===== config.mk =====
export PLATFORM = sky130hd
export DESIGN_NAME = oam_dma_controller_flat
export DESIGN_NICKNAME = d
export VERILOG_FILES = /design/src/rtl/oam_dma_controller_if.sv /design/src/rtl/oam_dma_controller.sv /design/src/flat_wrapper.sv
export SDC_FILE = /design/constraint.sdc
export NUM_CORES = 1
export LEC_CHECK = 0
export CAP_MARGIN = 5
export CORE_ASPECT_RATIO = 1.2
export CORE_MARGIN = 5
export CORE_UTILIZATION = 30
export CTS_CLUSTER_SIZE = 8
export DETAILED_ROUTE_END_ITERATION = 12
export PLACE_DENSITY_LB_ADDON = 0.08
export SETUP_SLACK_MARGIN = 0.4
export SLEW_MARGIN = 5
export SYNTH_ARGS = -nofsm -noshare
export SYNTH_HDL_FRONTEND = slang
export SYNTH_SLANG_ARGS = --single-unit

===== constraint.sdc =====
create_clock -name cpu_clock -period 2.7 [get_ports cpu_clock]
set_input_delay 0.405 -clock cpu_clock [delete_from_list [all_inputs] [get_ports cpu_clock]]
set_output_delay 0.405 -clock cpu_clock [all_outputs]
set_load 0.005 [all_outputs]

===== src/rtl/oam_dma_controller_if.sv =====
// ---------------------------------------------------------------------------
// oam_dma_controller_if
// Bus bundle between the CPU core, the OAM DMA controller and the
// processor memory interface.
//
// Signals:
//   cpu_address/cpu_read/cpu_write/cpu_write_data : CPU core request
//                                                    (strobes active low)
//   mem_read_data       : byte returned by the memory interface
//   mem_address/mem_read/mem_write/mem_write_data : request forwarded to the
//                                                    memory interface
//   cpu_halt            : 1 = CPU core must stall (RDY low)
//   OAMDMA_reg          : last page written to $4014
//   OAMDMA_reg_active   : per-bit driven mask for $4014 reads
//
// Modports:
//   master : the DMA controller (drives the memory side and the halt)
//   slave  : the surrounding system (CPU core + memory interface)
// ---------------------------------------------------------------------------
interface oam_dma_controller_if;
    logic [15:0] cpu_address;
    logic        cpu_read;
    logic        cpu_write;
    logic [7:0]  cpu_write_data;
    logic [7:0]  mem_read_data;
    logic [15:0] mem_address;
    logic        mem_read;
    logic        mem_write;
    logic [7:0]  mem_write_data;
    logic        cpu_halt;
    logic [7:0]  OAMDMA_reg;
    logic [7:0]  OAMDMA_reg_active;

    modport master (
        input  cpu_address, cpu_read, cpu_write, cpu_write_data, mem_read_data,
        output mem_address, mem_read, mem_write, mem_write_data,
               cpu_halt, OAMDMA_reg, OAMDMA_reg_active
    );

    modport slave (
        output cpu_address, cpu_read, cpu_write, cpu_write_data, mem_read_data,
        input  mem_address, mem_read, mem_write, mem_write_data,
               cpu_halt, OAMDMA_reg, OAMDMA_reg_active
    );
endinterface


===== src/rtl/oam_dma_controller.sv =====
// ---------------------------------------------------------------------------
// oam_dma_controller
// Sits between the CPU core and the memory interface. A CPU write to
// DMA_REG_ADDR halts the CPU and copies one page (XFER_BYTES bytes) from
// {page, index} to OAMDATA_ADDR, one read cycle plus one write cycle per
// byte. When idle the CPU request is passed straight through.
//
// Ports:
//   cpu_clock : system clock, all state updates on posedge
//   reset_n   : asynchronous active-low reset
//   bus       : oam_dma_controller_if.master (CPU side in, memory side out,
//               cpu_halt, OAMDMA_reg, OAMDMA_reg_active)
//
// Optional feature macro: OAM_DMA_READBACK_EN
//   defined   -> OAMDMA_reg_active = 8'hFF ($4014 reads return the page)
//   undefined -> OAMDMA_reg_active = 8'h00 (open bus on $4014 reads)
// ---------------------------------------------------------------------------
module oam_dma_controller #(
    parameter logic [15:0] DMA_REG_ADDR = 16'h4014,
    parameter logic [15:0] OAMDATA_ADDR = 16'h2004,
    parameter int          XFER_BYTES   = 256
) (
    input  logic                  cpu_clock,
    input  logic                  reset_n,
    oam_dma_controller_if.master  bus
);

    localparam logic [7:0] LAST_INDEX = 8'(XFER_BYTES - 1);

    typedef enum logic [2:0] {
        IDLE,
        HALT,
        ALIGN,
        READ,
        WRITE
    } state_t;

    state_t     state;
    state_t     state_next;
    logic       parity;
    logic [7:0] index;
    logic [7:0] data_latch;
    logic [7:0] page;
    logic       trigger;

    assign trigger = !bus.cpu_write && (bus.cpu_address == DMA_REG_ADDR);

    always_ff @(posedge cpu_clock or negedge reset_n) begin
        if (!reset_n) begin
            state      <= IDLE;
            parity     <= 1'b0;
            index      <= 8'h00;
            data_latch <= 8'h00;
            page       <= 8'h00;
        end else begin
            state  <= state_next;
            // Free-running cycle parity; decides whether an ALIGN cycle is
            // needed so that reads always land on the same parity.
            parity <= ~parity;
            if (state == IDLE && trigger) begin
                page <= bus.cpu_write_data;
            end
            if (state == READ) begin
                data_latch <= bus.mem_read_data;
            end
            if (state == WRITE) begin
                index <= (index == LAST_INDEX) ? 8'h00 : index + 8'h01;
            end
        end
    end

    always_comb begin
        // Non-IDLE default: halted CPU, both strobes inactive.
        state_next         = state;
        bus.cpu_halt       = 1'b1;
        bus.mem_address    = {page, index};
        bus.mem_read       = 1'b1;
        bus.mem_write      = 1'b1;
        bus.mem_write_data = data_latch;

        case (state)
            IDLE: begin
                // Pass-through; the triggering $4014 write also goes out.
                bus.cpu_halt       = 1'b0;
                bus.mem_address    = bus.cpu_address;
                bus.mem_read       = bus.cpu_read;
                bus.mem_write      = bus.cpu_write;
                bus.mem_write_data = bus.cpu_write_data;
                if (trigger) begin
                    state_next = HALT;
                end
            end
            HALT: begin
                state_next = parity ? ALIGN : READ;
            end
            ALIGN: begin
                state_next = READ;
            end
            READ: begin
                bus.mem_read = 1'b0;
                state_next   = WRITE;
            end
            WRITE: begin
                bus.mem_address = OAMDATA_ADDR;
                bus.mem_write   = 1'b0;
                state_next      = (index == LAST_INDEX) ? IDLE : READ;
            end
            default: begin
                state_next = IDLE;
            end
        endcase
    end

    assign bus.OAMDMA_reg = page;

`ifdef OAM_DMA_READBACK_EN
    assign bus.OAMDMA_reg_active = 8'hFF;
`else
    assign bus.OAMDMA_reg_active = 8'h00;
`endif

endmodule


===== src/flat_wrapper.sv =====
// flat-port wrapper written by rule: the top's interface ports become plain ports
module oam_dma_controller_flat 
#(
    parameter logic [15:0] DMA_REG_ADDR = 16'h4014,
    parameter logic [15:0] OAMDATA_ADDR = 16'h2004,
    parameter int          XFER_BYTES   = 256
)
  (cpu_clock, reset_n, bus_cpu_address, bus_cpu_read, bus_cpu_write, bus_cpu_write_data, bus_mem_read_data, bus_mem_address, bus_mem_read, bus_mem_write, bus_mem_write_data, bus_cpu_halt, bus_OAMDMA_reg, bus_OAMDMA_reg_active);
  oam_dma_controller_if bus_i ();
  input  logic cpu_clock;
  input  logic reset_n;
  input wire logic [$bits(bus_i.cpu_address)-1:0] bus_cpu_address;
  input wire logic [$bits(bus_i.cpu_read)-1:0] bus_cpu_read;
  input wire logic [$bits(bus_i.cpu_write)-1:0] bus_cpu_write;
  input wire logic [$bits(bus_i.cpu_write_data)-1:0] bus_cpu_write_data;
  input wire logic [$bits(bus_i.mem_read_data)-1:0] bus_mem_read_data;
  output wire logic [$bits(bus_i.mem_address)-1:0] bus_mem_address;
  output wire logic [$bits(bus_i.mem_read)-1:0] bus_mem_read;
  output wire logic [$bits(bus_i.mem_write)-1:0] bus_mem_write;
  output wire logic [$bits(bus_i.mem_write_data)-1:0] bus_mem_write_data;
  output wire logic [$bits(bus_i.cpu_halt)-1:0] bus_cpu_halt;
  output wire logic [$bits(bus_i.OAMDMA_reg)-1:0] bus_OAMDMA_reg;
  output wire logic [$bits(bus_i.OAMDMA_reg_active)-1:0] bus_OAMDMA_reg_active;
  assign bus_i.cpu_address = bus_cpu_address;
  assign bus_i.cpu_read = bus_cpu_read;
  assign bus_i.cpu_write = bus_cpu_write;
  assign bus_i.cpu_write_data = bus_cpu_write_data;
  assign bus_i.mem_read_data = bus_mem_read_data;
  assign bus_mem_address = bus_i.mem_address;
  assign bus_mem_read = bus_i.mem_read;
  assign bus_mem_write = bus_i.mem_write;
  assign bus_mem_write_data = bus_i.mem_write_data;
  assign bus_cpu_halt = bus_i.cpu_halt;
  assign bus_OAMDMA_reg = bus_i.OAMDMA_reg;
  assign bus_OAMDMA_reg_active = bus_i.OAMDMA_reg_active;
  oam_dma_controller #(.DMA_REG_ADDR(DMA_REG_ADDR), .OAMDATA_ADDR(OAMDATA_ADDR), .XFER_BYTES(XFER_BYTES)) u_core (.cpu_clock(cpu_clock), .reset_n(reset_n), .bus(bus_i));
endmodule

==> summary.txt, run 1 <==
GRT
  – Initial antenna violation count: 0
  – GRT Util Overall: around 16%
  – Largest net degree at the start of global routing: 29
  – Number of global-route vias before repair: about 1.5k
  – Overflow after GRT: 0
  – First-pass GRT wire length: about 8000 um

Critical path
  – Critical path startpoint category: register
  – Crit end category: output port
  – Crit path kind: reg -> out
  – CP arrival: 1.91 ns
  – Worst EP required: between 2 and 2.5 ns
  – Worst-path maximum fanout: 14

Outcome
  – Status: finished clean

STA
  – Pins Over Slew Limit: 0
  – Final Hold Viols: 0
  – Fin crit share: 85.77%
  – Setup violations, final: 0
  – Minimum clock period: 2.316 ns
  – Max Clock Skew: around 0.0014 ns
  – Worst Slack Setup Final: slightly below 0.4 ns
  – RSZ-0062 raised after global routing: true
  – Fmax: 0.4318 GHz
  – Setup TNS: 0 ns

Clock tree
  – Reg clk slew, reported paths: 0.10 ns
  – CTS Buf Count: 3
  – CTS tree: built
  – H-Tree Level Count: 1
  – CTS Buffer Depth: 2
  – CTS root buffer: clkbuf_8
  – Clock Sinks: 28
  – Worst skew pair latency: 0.28 ns

Cells and area
  – Layout net count: roughly 300
  – Layout area overhead: 61.37%
  – Commonest cells after routing, fill and taps aside: 57 x nand2_1, 50 x clkdlybuf4s50_1, 25 x dfrtp_1, 17 x buf_4, 13 x a22o_1
  – Most common cell after layout, fill and taps aside: nand2_1
  – Filler cells: between 400 and 500
  – Share of cells above drive strength 1: around 16%
  – Antenna diode count: 0

Synth
  – Cell count after synthesis: about 170
  – Fraction of registers with async set/reset: 100.0%
  – Post-synth top flop: dfrtp_1
  – Synth Register Bits: 28
  – Mapped cell area: between 1500 and 2000 um^2
  – Synth warn: 0
  – Cell type with the highest aggregate area in the netlist: dfrtp_1
  – Synth cell types: 35
  – EDFF count, synth: 0
  – Area share of the largest cell type after synthesis: 44.98%
  – Register area share after synthesis: between 40% and 50%
  – Mean Syn Cell Area: around 9.1 um^2
  – Top cells by area, synth: dfrtp_1 45%, nand2_1 14%, a22o_1 7.3%

Placed design
  – Detailed Place HPWL: 3673 um
  – Port bufs: 70
  – Worst slack, placed: approximately 0.33 ns
  – Gp weighted congestion: approximately 0.72

Drt
  – Wire per inst: between 15 and 20 um
  – DRC: 0
  – DRC marker count from the first detailed-route iteration: 50
  – Vias/cell: between 4 and 5
  – Drt total wl: ~5000 um
  – Via Count: ~1.5k
  – Initial DRT Pass Iterations: 4
  – Antenna-violating nets left: 0

Min path
  – Worst hold-check path type: reg -> reg

Flow run
  – Max-cap violation count: 0

Die
  – IO Count: 79
  – Initial core utilization: a little under a third
  – Die width: approximately 76 um
  – Row cnt: 28
  – Core ar.: between 4000 and 5000 um^2
  – Die ar.: a little under 7000 um^2
  – Die height: around 89 um

Pwr
  – PD cells: ~870 nW/um^2
  – Peak VDD IR: around 0.00051 V
  – Leak Pwr: roughly 1.3 nW
-- where the power goes --
group / internal [mW] / switching, mW
Combinational: 0.722 / 0.590
Clock: 0.131 / 0.137
Sequential: 0.522 / 0.0862
-- worst paths after layout --
kind / startpoint / endpoint / cells after the start / slack (ns)
max: u_core.state[1]$_DFFE_PN0P_ / bus_mem_address[13] / 5 / 0.38
min: u_core.parity$_DFF_PN0_ / u_core.parity$_DFF_PN0_ / 1 / 0.42
max reg2reg: u_core.state[1]$_DFFE_PN0P_ / u_core.bus.OAMDMA_reg[0]$_DFFE_PN0P_ / 6 / 0.78
min reg2reg: u_core.parity$_DFF_PN0_ / u_core.parity$_DFF_PN0_ / 1 / 0.42
max in group asynchronous: reset_n / u_core.state[2]$_DFFE_PN0P_ / 2 / 1.90
min in group asynchronous: reset_n / u_core.parity$_DFF_PN0_ / 2 / 0.50
-- cells in the mapped netlist, types with 3 or more instances --
master / number
nor2_1: 3
buf_4: 8
nand3_1: 5
nand4_1: 3
mux2_2: 8
nand2_1: 57
xnor2_1: 4
a22o_1: 13
inv_1: 3
dfrtp_1: 28
o21ai_0: 6
clkbuf_1: 5
-- cell families after synthesis --
logic type | share of synthesized area (%)
simple gates | 25.86
compound gates | 12.53
other cells | 0.2407
mux | 6.426
fa+ha+maj | 0.8031
flops | 44.98
buf+inv | 6.907
xor+xnor | 2.249
-- stage by stage --
step	util (%)	power [mW]	instance area, um^2	hold WS, ns	cells
after floorplan	-	1.147	1584	0.1094	179
after global placement	46.40	1.766	2308	0.4152	299
after detailed placement	46.40	1.766	2308	0.4129	299
after CTS	48.94	2.140	2435	0.4273	312
after global routing	50.53	2.377	2514	0.4384	319
final	50.53	2.188	2514	0.4218	319
-- worst max-delay path, cell delays in order (launching register included) --
cell             delay [ns]
dfrtp_2                0.43
or2_4                  0.29
nor2_8                 0.15
inv_4                  0.12
o22a_1                 0.20
clkdlybuf4s50_1        0.45
-- metal layers --
layer / share of wire, % / track usage, %
met1: 41 / 19.51
met2: 51 / 26.64
met3: 6.7 / 3.037
met4: 1.2 / 4.769
met5: 0 / 0
-- timing repair --
item	CTS	global route
hold buffers	0	0
setup endpoints to repair	26	13
buffers inserted	7	7
pin swaps	1	2
cloned	2	0
gates resized for setup	20	10
-- layout make-up --
class                   count  area (um^2)  share of cell area [%]
clock buffers               4        55.05                   2.190
inverters                   5        22.52                  0.8960
multi-input cells         132        789.5                   31.41
flip-flops and latches     28        704.4                   28.02
well taps                  60        75.07                   2.987
repair buffers             90        867.1                   34.49
Note: power is estimated with default switching activity, not from simulation.
==> run 2: changes to the inputs <==
--- a/config.mk
+++ b/config.mk
@@ -8,10 +8,11 @@
 export CAP_MARGIN = 5
 export CORE_ASPECT_RATIO = 1.2
 export CORE_MARGIN = 5
-export CORE_UTILIZATION = 30
+export CORE_UTILIZATION = 40
 export CTS_CLUSTER_SIZE = 8
 export DETAILED_ROUTE_END_ITERATION = 12
 export PLACE_DENSITY_LB_ADDON = 0.08
+export RECOVER_POWER = 25
 export SETUP_SLACK_MARGIN = 0.4
 export SLEW_MARGIN = 5
 export SYNTH_ARGS = -nofsm -noshare
==> run 2 against run 1 <==
  * Clock power grew 22%
  * Worst setup slack gained 0.0045 ns
  * Largest cell class is now multi-input combinational cells
  * Flip-flop and latch count is the same
  * Clock skew grew 0.0057 ns
  * Wire length shrank 6.8%
  * The run now ends with capacitance limit, slew limit left
==> summary.txt, run 2 (synthesized netlist as in run 1, its figures left out) <==
Critical path
  – CP Buf/Inv Count: 2 (unchanged)
  – Worst-path maximum fanout: 21 (+7)
  – Worst EP required: 2.30 ns (about the same)
  – Critical path startpoint category: register
  – CP arrival: 1.91 ns (about the same)
  – Slowest cell on crit path: clkdlybuf4s50_1
  – CP cell instances: or2_4, nor2_8, buf_12, a22o_1, clkdlybuf4s50_1
  – CP peak stage delay: 0.50 ns (+0.05 ns)
  – Crit end category: output port
  – Crit path kind: reg -> out
  – Cell family with most CP delay: buffers and inverters

STA
  – Fin crit share: 85.61% (-0.17 points)
  – Setup TNS: 0 ns (unchanged)
  – Pins Over Slew Limit: 28 (+28)
  – Worst-Margin Slew: roughly 1.5 ns
  – Max-Slew Margin vs Limit: -0.4022%
  – Final Hold Viols: 0 (unchanged)
  – Fmax: 0.4326 GHz (+0.19%)
  – Setup violations, final: 0 (unchanged)
  – Minimum clock period: 2.311 ns (-0.004502 ns)
  – RSZ-0062 raised after global routing: true
  – Worst Slack Setup Final: 0.3886 ns (+0.004502 ns)
  – Max Clock Skew: 0.007108 ns (+0.005660 ns)
  – Hold slack: 0.4391 ns (+0.01735 ns)

Cells and area
  – Design Area, Final: 2402 um^2 (-4.4%)
  – Antenna diode count: 0 (unchanged)
  – Share of cells above drive strength 1: 10.61% (-5.6 points)
  – Most common cell after layout, fill and taps aside: clkdlybuf4s50_1
  – Layout net count: 283 (-4.7%)
  – Layout area overhead: 54.22%
  – Commonest cells after routing, fill and taps aside: 68 x clkdlybuf4s50_1, 57 x nand2_1, 25 x dfrtp_1, 13 x a22o_1
  – Layout Cells excl Fill: 297 (-6.9%)
  – Filler cells: 345 (-30%)

Pwr
  – Leak Pwr: 1.123 nW (-16%)
  – PD cells: 896.5 nW/um^2 (+3.0%)
  – Combinational power share: 56.7% (-3.3 points)
  – Peak VDD IR: 0.0005536 V (+9.3%)
  – Net switching power figure: 0.7619 mW (-6.3%)
  – Clock power share: 15.2% (+3.0 points)
  – Internal Pwr Total: 1.392 mW (+1.2%)
  – Power share of the sequential group: 28.1% (+0.3 points)
  – Net Sw Frac: 35.38% (-1.8 points)

Drt
  – Antenna-violating nets left: 0 (unchanged)
  – DRC: 0 (unchanged)
  – Via Count: 1496 (-1.5%)
  – Vias/cell: 5.037 (+5.8%)
  – DRC marker count from the first detailed-route iteration: 102 (+100%)
  – Wire per inst: 15.71 um (about the same)
  – Initial DRT Pass Iterations: 4 (unchanged)
  – Drt total wl: 4666 um (-6.8%)

Clock tree
  – CTS Buffer Depth: 2 (unchanged)
  – CTS root buffer: clkbuf_8
  – CTS Buf Count: 3 (unchanged)
  – CTS tree: built
  – Clock Sinks: 28 (unchanged)
  – H-Tree Level Count: 1 (unchanged)
  – Worst skew pair latency: 0.27 ns (about the same)
  – Reg clk slew, reported paths: 0.10 ns (about the same)

Outcome
  – Failing checks: capacitance limit, slew limit
  – Status: complete, but fails checks

GRT
  – First-pass GRT wire length: 7431 um (-5.0%)
  – Overflow after GRT: 0 (unchanged)
  – Number of global-route vias before repair: 1569 (+2.1%)
  – Largest net degree at the start of global routing: 29 (unchanged)
  – Initial antenna violation count: 0 (unchanged)
  – GRT Util Overall: 18.05% (+2.5 points)

Die
  – Die height: 78.36 um (-12%)
  – Die ar.: 5247 um^2 (-22%)
  – Die width: 66.97 um (-12%)
  – IO Count: 79 (unchanged)
  – Core ar.: 3694 um^2 (-26%)
  – Row cnt: 24 (-14%)
  – Initial core utilization: 42.17% (+11 points)

Placed design
  – Gp weighted congestion: 0.8904 (+23%)
  – Worst slack, placed: 0.1917 ns (-0.1374 ns)
  – Placement Cell Area: 2291 um^2 (-0.76%)
  – Placed insts: 290 (-3.0%)
  – Detailed Place HPWL: 3610 um (-1.7%)
  – Port bufs: 70 (unchanged)

Min path
  – Worst hold-check path type: reg -> reg

Flow run
  – Max-cap violation count: 1 (+1)
run 2: worst paths after layout:
| path | end | slack (ns) | cells past startpoint | from |
|---|---|---|---|---|
| min reg2reg | u_core.parity$_DFF_PN0_ | 0.44 | 1 | u_core.parity$_DFF_PN0_ |
| max | bus_mem_address[6] | 0.39 | 5 | u_core.state[1]$_DFFE_PN0P_ |
| max in group asynchronous | u_core.state[0]$_DFFE_PN0P_ | 0.70 | 2 | reset_n |
| min in group asynchronous | u_core.index[0]$_DFFE_PN0P_ | 1.01 | 2 | reset_n |
| max reg2reg | u_core.bus.OAMDMA_reg[3]$_DFFE_PN0P_ | 0.67 | 5 | u_core.state[1]$_DFFE_PN0P_ |
| min | u_core.parity$_DFF_PN0_ | 0.44 | 1 | u_core.parity$_DFF_PN0_ |
run 2: cell type report:
type	count	area [um^2]	area share [%]
sequential	28	704.4	29.32
inverter	5	18.77	0.7813
clock inverter	1	30.03	1.250
clock buffer	3	41.29	1.719
multi-input combinational	131	778.2	32.40
timing repair buffer	77	764.5	31.82
tap	52	65.06	2.708
run 2: power groups by stage:
stage	Combinational [mW]	Clock, mW	Sequential (mW)
floorplan	0.567	0	0.580
global route	1.34	0.350	0.619
finish	1.22	0.328	0.605
global placement	1.11	0	0.616
CTS	1.23	0.334	0.600
detailed placement	1.13	0	0.625
run 2: repair_timing:
action | CTS | global route
hold buffers | 0 | 0
setup endpoints to repair | 25 | 24
cloned | 0 | 0
hold endpoints to repair | 0 | 0
buffers inserted | 3 | 0
pin swaps | 0 | 0
gates resized for setup | 6 | 2
run 2: stage by stage:
step	power [mW]	util, %
2_1_floorplan	1.147	-
3_3_place_gp	1.730	62.03
3_5_place_dp	1.755	62.03
4_1_cts	2.166	65.04
5_1_grt	2.307	65.04
6_report	2.154	65.04
run 2: routing by layer:
layer | vias up | global-route usage (%) | wire (um)
met5 | - | 0 | 0
met4 | 0 | 3.651 | 21
met3 | 2 | 3.143 | 279
met2 | 52 | 33.43 | 2488
met1 | 721 | 21.43 | 1876
li1 | 721 | - | -
==> run 3: changes to the inputs <==
--- a/config.mk
+++ b/config.mk
@@ -11,9 +11,11 @@
 export CORE_UTILIZATION = 40
 export CTS_CLUSTER_SIZE = 8
 export DETAILED_ROUTE_END_ITERATION = 12
+export GPL_ROUTABILITY_DRIVEN = 0
 export PLACE_DENSITY_LB_ADDON = 0.08
 export RECOVER_POWER = 25
 export SETUP_SLACK_MARGIN = 0.4
+export SKIP_CTS_REPAIR_TIMING = 1
 export SLEW_MARGIN = 5
 export SYNTH_ARGS = -nofsm -noshare
 export SYNTH_HDL_FRONTEND = slang
==> run 3 against run 2 <==
  * The flow still finishes with violations (capacitance limit, slew limit)
  * Design area increased by 0.26%
  * Critical path depth unchanged
  * Core utilization increased by 0.17 points
  * First-iteration DRC count increased by 20%
  * Register-to-register slack got worse by 0.03 ns
  * Clock-buffer cell count increased by 1
==> summary.txt, run 3 (synthesized netlist as in run 1, its figures left out) <==
Outcome
  – Status: complete, but fails checks
  – Failing checks: capacitance limit, slew limit

STA
  – Max Clock Skew: 0.005054 ns (-0.002054 ns)
  – RSZ-0062 raised after global routing: true
  – Setup violations, final: 0 (unchanged)
  – Fmax: 0.4309 GHz (-0.40%)
  – Worst Slack Setup Final: 0.3793 ns (-0.009299 ns)
  – Pins Over Slew Limit: 29 (+3.6%)
  – Worst-Margin Slew: 1.518 ns (+0.01221 ns)
  – Final Hold Viols: 0 (unchanged)
  – Fin crit share: 85.95% (+0.34 points)
  – Minimum clock period: 2.321 ns (+0.009299 ns)
  – Setup TNS: 0 ns (unchanged)
  – Max-Slew Margin vs Limit: -1.216% (-0.81 points)

Critical path
  – Worst-path maximum fanout: 21 (unchanged)
  – Startpoint of the worst register-to-register path: u_core.state[1]$_DFFE_PN0P_
  – Crit path kind: reg -> out
  – Crit end category: output port
  – Crit. Startpoint: u_core.state[1]$_DFFE_PN0P_
  – CP arrival: 1.92 ns (about the same)
  – Worst EP required: 2.30 ns (about the same)
  – Critical path startpoint category: register

GRT
  – Overflow after GRT: 0 (unchanged)
  – Number of global-route vias before repair: 1534 (-2.2%)
  – Largest net degree at the start of global routing: 29 (unchanged)
  – Initial antenna violation count: 0 (unchanged)
  – GRT Util Overall: 18.30% (+0.25 points)
  – First-pass GRT wire length: 7403 um (-0.38%)

Placed design
  – Port bufs: 70 (unchanged)
  – Worst slack, placed: 0.1859 ns (-0.005730 ns)
  – Placement Cell Area: 2291 um^2 (unchanged)
  – Detailed Place HPWL: 3615 um (+0.14%)
  – Placed insts: 290 (unchanged)

Cells and area
  – Layout Cells excl Fill: 300 (+1.0%)
  – Filler cells: 326 (-5.5%)
  – Layout net count: 286 (+1.1%)
  – Design Area, Final: 2409 um^2 (+0.26%)
  – Most common cell after layout, fill and taps aside: clkdlybuf4s50_1
  – Layout area overhead: 54.62%
  – Antenna diode count: 0 (unchanged)
  – Share of cells above drive strength 1: 11.69% (+1.1 points)
  – Commonest cells after routing, fill and taps aside: 68 x clkdlybuf4s50_1, 57 x nand2_1, 25 x dfrtp_1, 13 x a22o_1

Clock tree
  – Clock Sinks: 28 (unchanged)
  – CTS root buffer: clkbuf_8
  – CTS tree: built
  – CTS Buf Count: 3 (unchanged)
  – Worst skew pair latency: 0.27 ns (about the same)
  – CTS Buffer Depth: 2 (unchanged)
  – Reg clk slew, reported paths: 0.10 ns (about the same)
  – H-Tree Level Count: 1 (unchanged)

Drt
  – Vias/cell: 4.953 (-1.7%)
  – Antenna-violating nets left: 0 (unchanged)
  – Via Count: 1486 (-0.67%)
  – DRC marker count from the first detailed-route iteration: 122 (+20%)
  – Initial DRT Pass Iterations: 4 (unchanged)
  – DRC: 0 (unchanged)
  – Wire per inst: 15.72 um (about the same)
  – Drt total wl: 4717 um (+1.1%)

Min path
  – Worst hold-check path type: reg -> reg
  – Hold Startpoint: u_core.parity$_DFF_PN0_

Pwr
  – PD cells: 876.5 nW/um^2 (-2.2%)
  – Peak VDD IR: 0.0005611 V (+1.4%)
  – Leak Pwr: 1.130 nW (+0.63%)

Die
  – IO Count: 79 (unchanged)
  – Row cnt: 24 (unchanged)
  – Die width: 66.97 um (unchanged)
  – Core ar.: 3694 um^2 (unchanged)
  – Die ar.: 5247 um^2 (unchanged)
  – Initial core utilization: 42.17% (unchanged)
  – Die height: 78.36 um (unchanged)

Flow run
  – Max-cap violation count: 1 (unchanged)
## run 3: changes by cell type in the layout (fill, tap and decap cells not counted)
cell,before,now
buf_4,5,8
bufinv_16,1,0
clkbuf_8,3,4
## run 3: metal layers
| layer | share of wire [%] | vias up | GRT usage [%] | routed length, um |
|---|---|---|---|---|
| li1 | - | 724 | - | - |
| met1 | 40 | 712 | 21.85 | 1887 |
| met4 | 0.61 | 0 | 4.868 | 29 |
| met3 | 6.1 | 2 | 3.857 | 288 |
| met5 | 0 | - | 0 | 0 |
| met2 | 53 | 48 | 32.74 | 2511 |
## run 3: worst max-delay path: stages, from the launching register on
cell and delay [ns]:
dfrtp_2 0.43, or2_4 0.28, nor2_8 0.11, buf_12 0.17, a22o_1 0.14, clkdlybuf4s50_1 0.51
## run 3: final timing paths
check	end	cells past startpoint	slack, ns
max	bus_mem_address[6]	5	0.38
min	u_core.parity$_DFF_PN0_	1	0.43
max reg2reg	u_core.bus.OAMDMA_reg[2]$_DFFE_PN0P_	5	0.64
min reg2reg	u_core.parity$_DFF_PN0_	1	0.43
max in group asynchronous	u_core.state[1]$_DFFE_PN0P_	2	0.69
min in group asynchronous	u_core.index[2]$_DFFE_PN0P_	2	1.02
## run 3: stage by stage
stage	hold WS, ns	util [%]	power [mW]
5_1_grt	0.4448	65.21	2.264
3_5_place_dp	0.4170	62.03	1.754
3_3_place_gp	0.4043	62.03	1.728
2_1_floorplan	0.1094	-	1.147
4_1_cts	0.4315	63.52	2.018
6_report	0.4337	65.21	2.111
## run 3: final cells by class
class	count	area (um^2)	area share, %
Timing Repair Buffer	80	787.0	32.68
Sequential cell	28	704.4	29.25
Multi-Input combinational cell	131	778.2	32.31
Clock buffer	4	55.05	2.286
Inverter	5	18.77	0.7792
Tap cell	52	65.06	2.701
## run 3: report_power, final
| group | total, mW | internal (mW) | switching (mW) |
|---|---|---|---|
| Sequential | 0.609 | 0.522 | 0.0868 |
| Combinational | 1.24 | 0.697 | 0.546 |
| Clock | 0.259 | 0.130 | 0.128 |
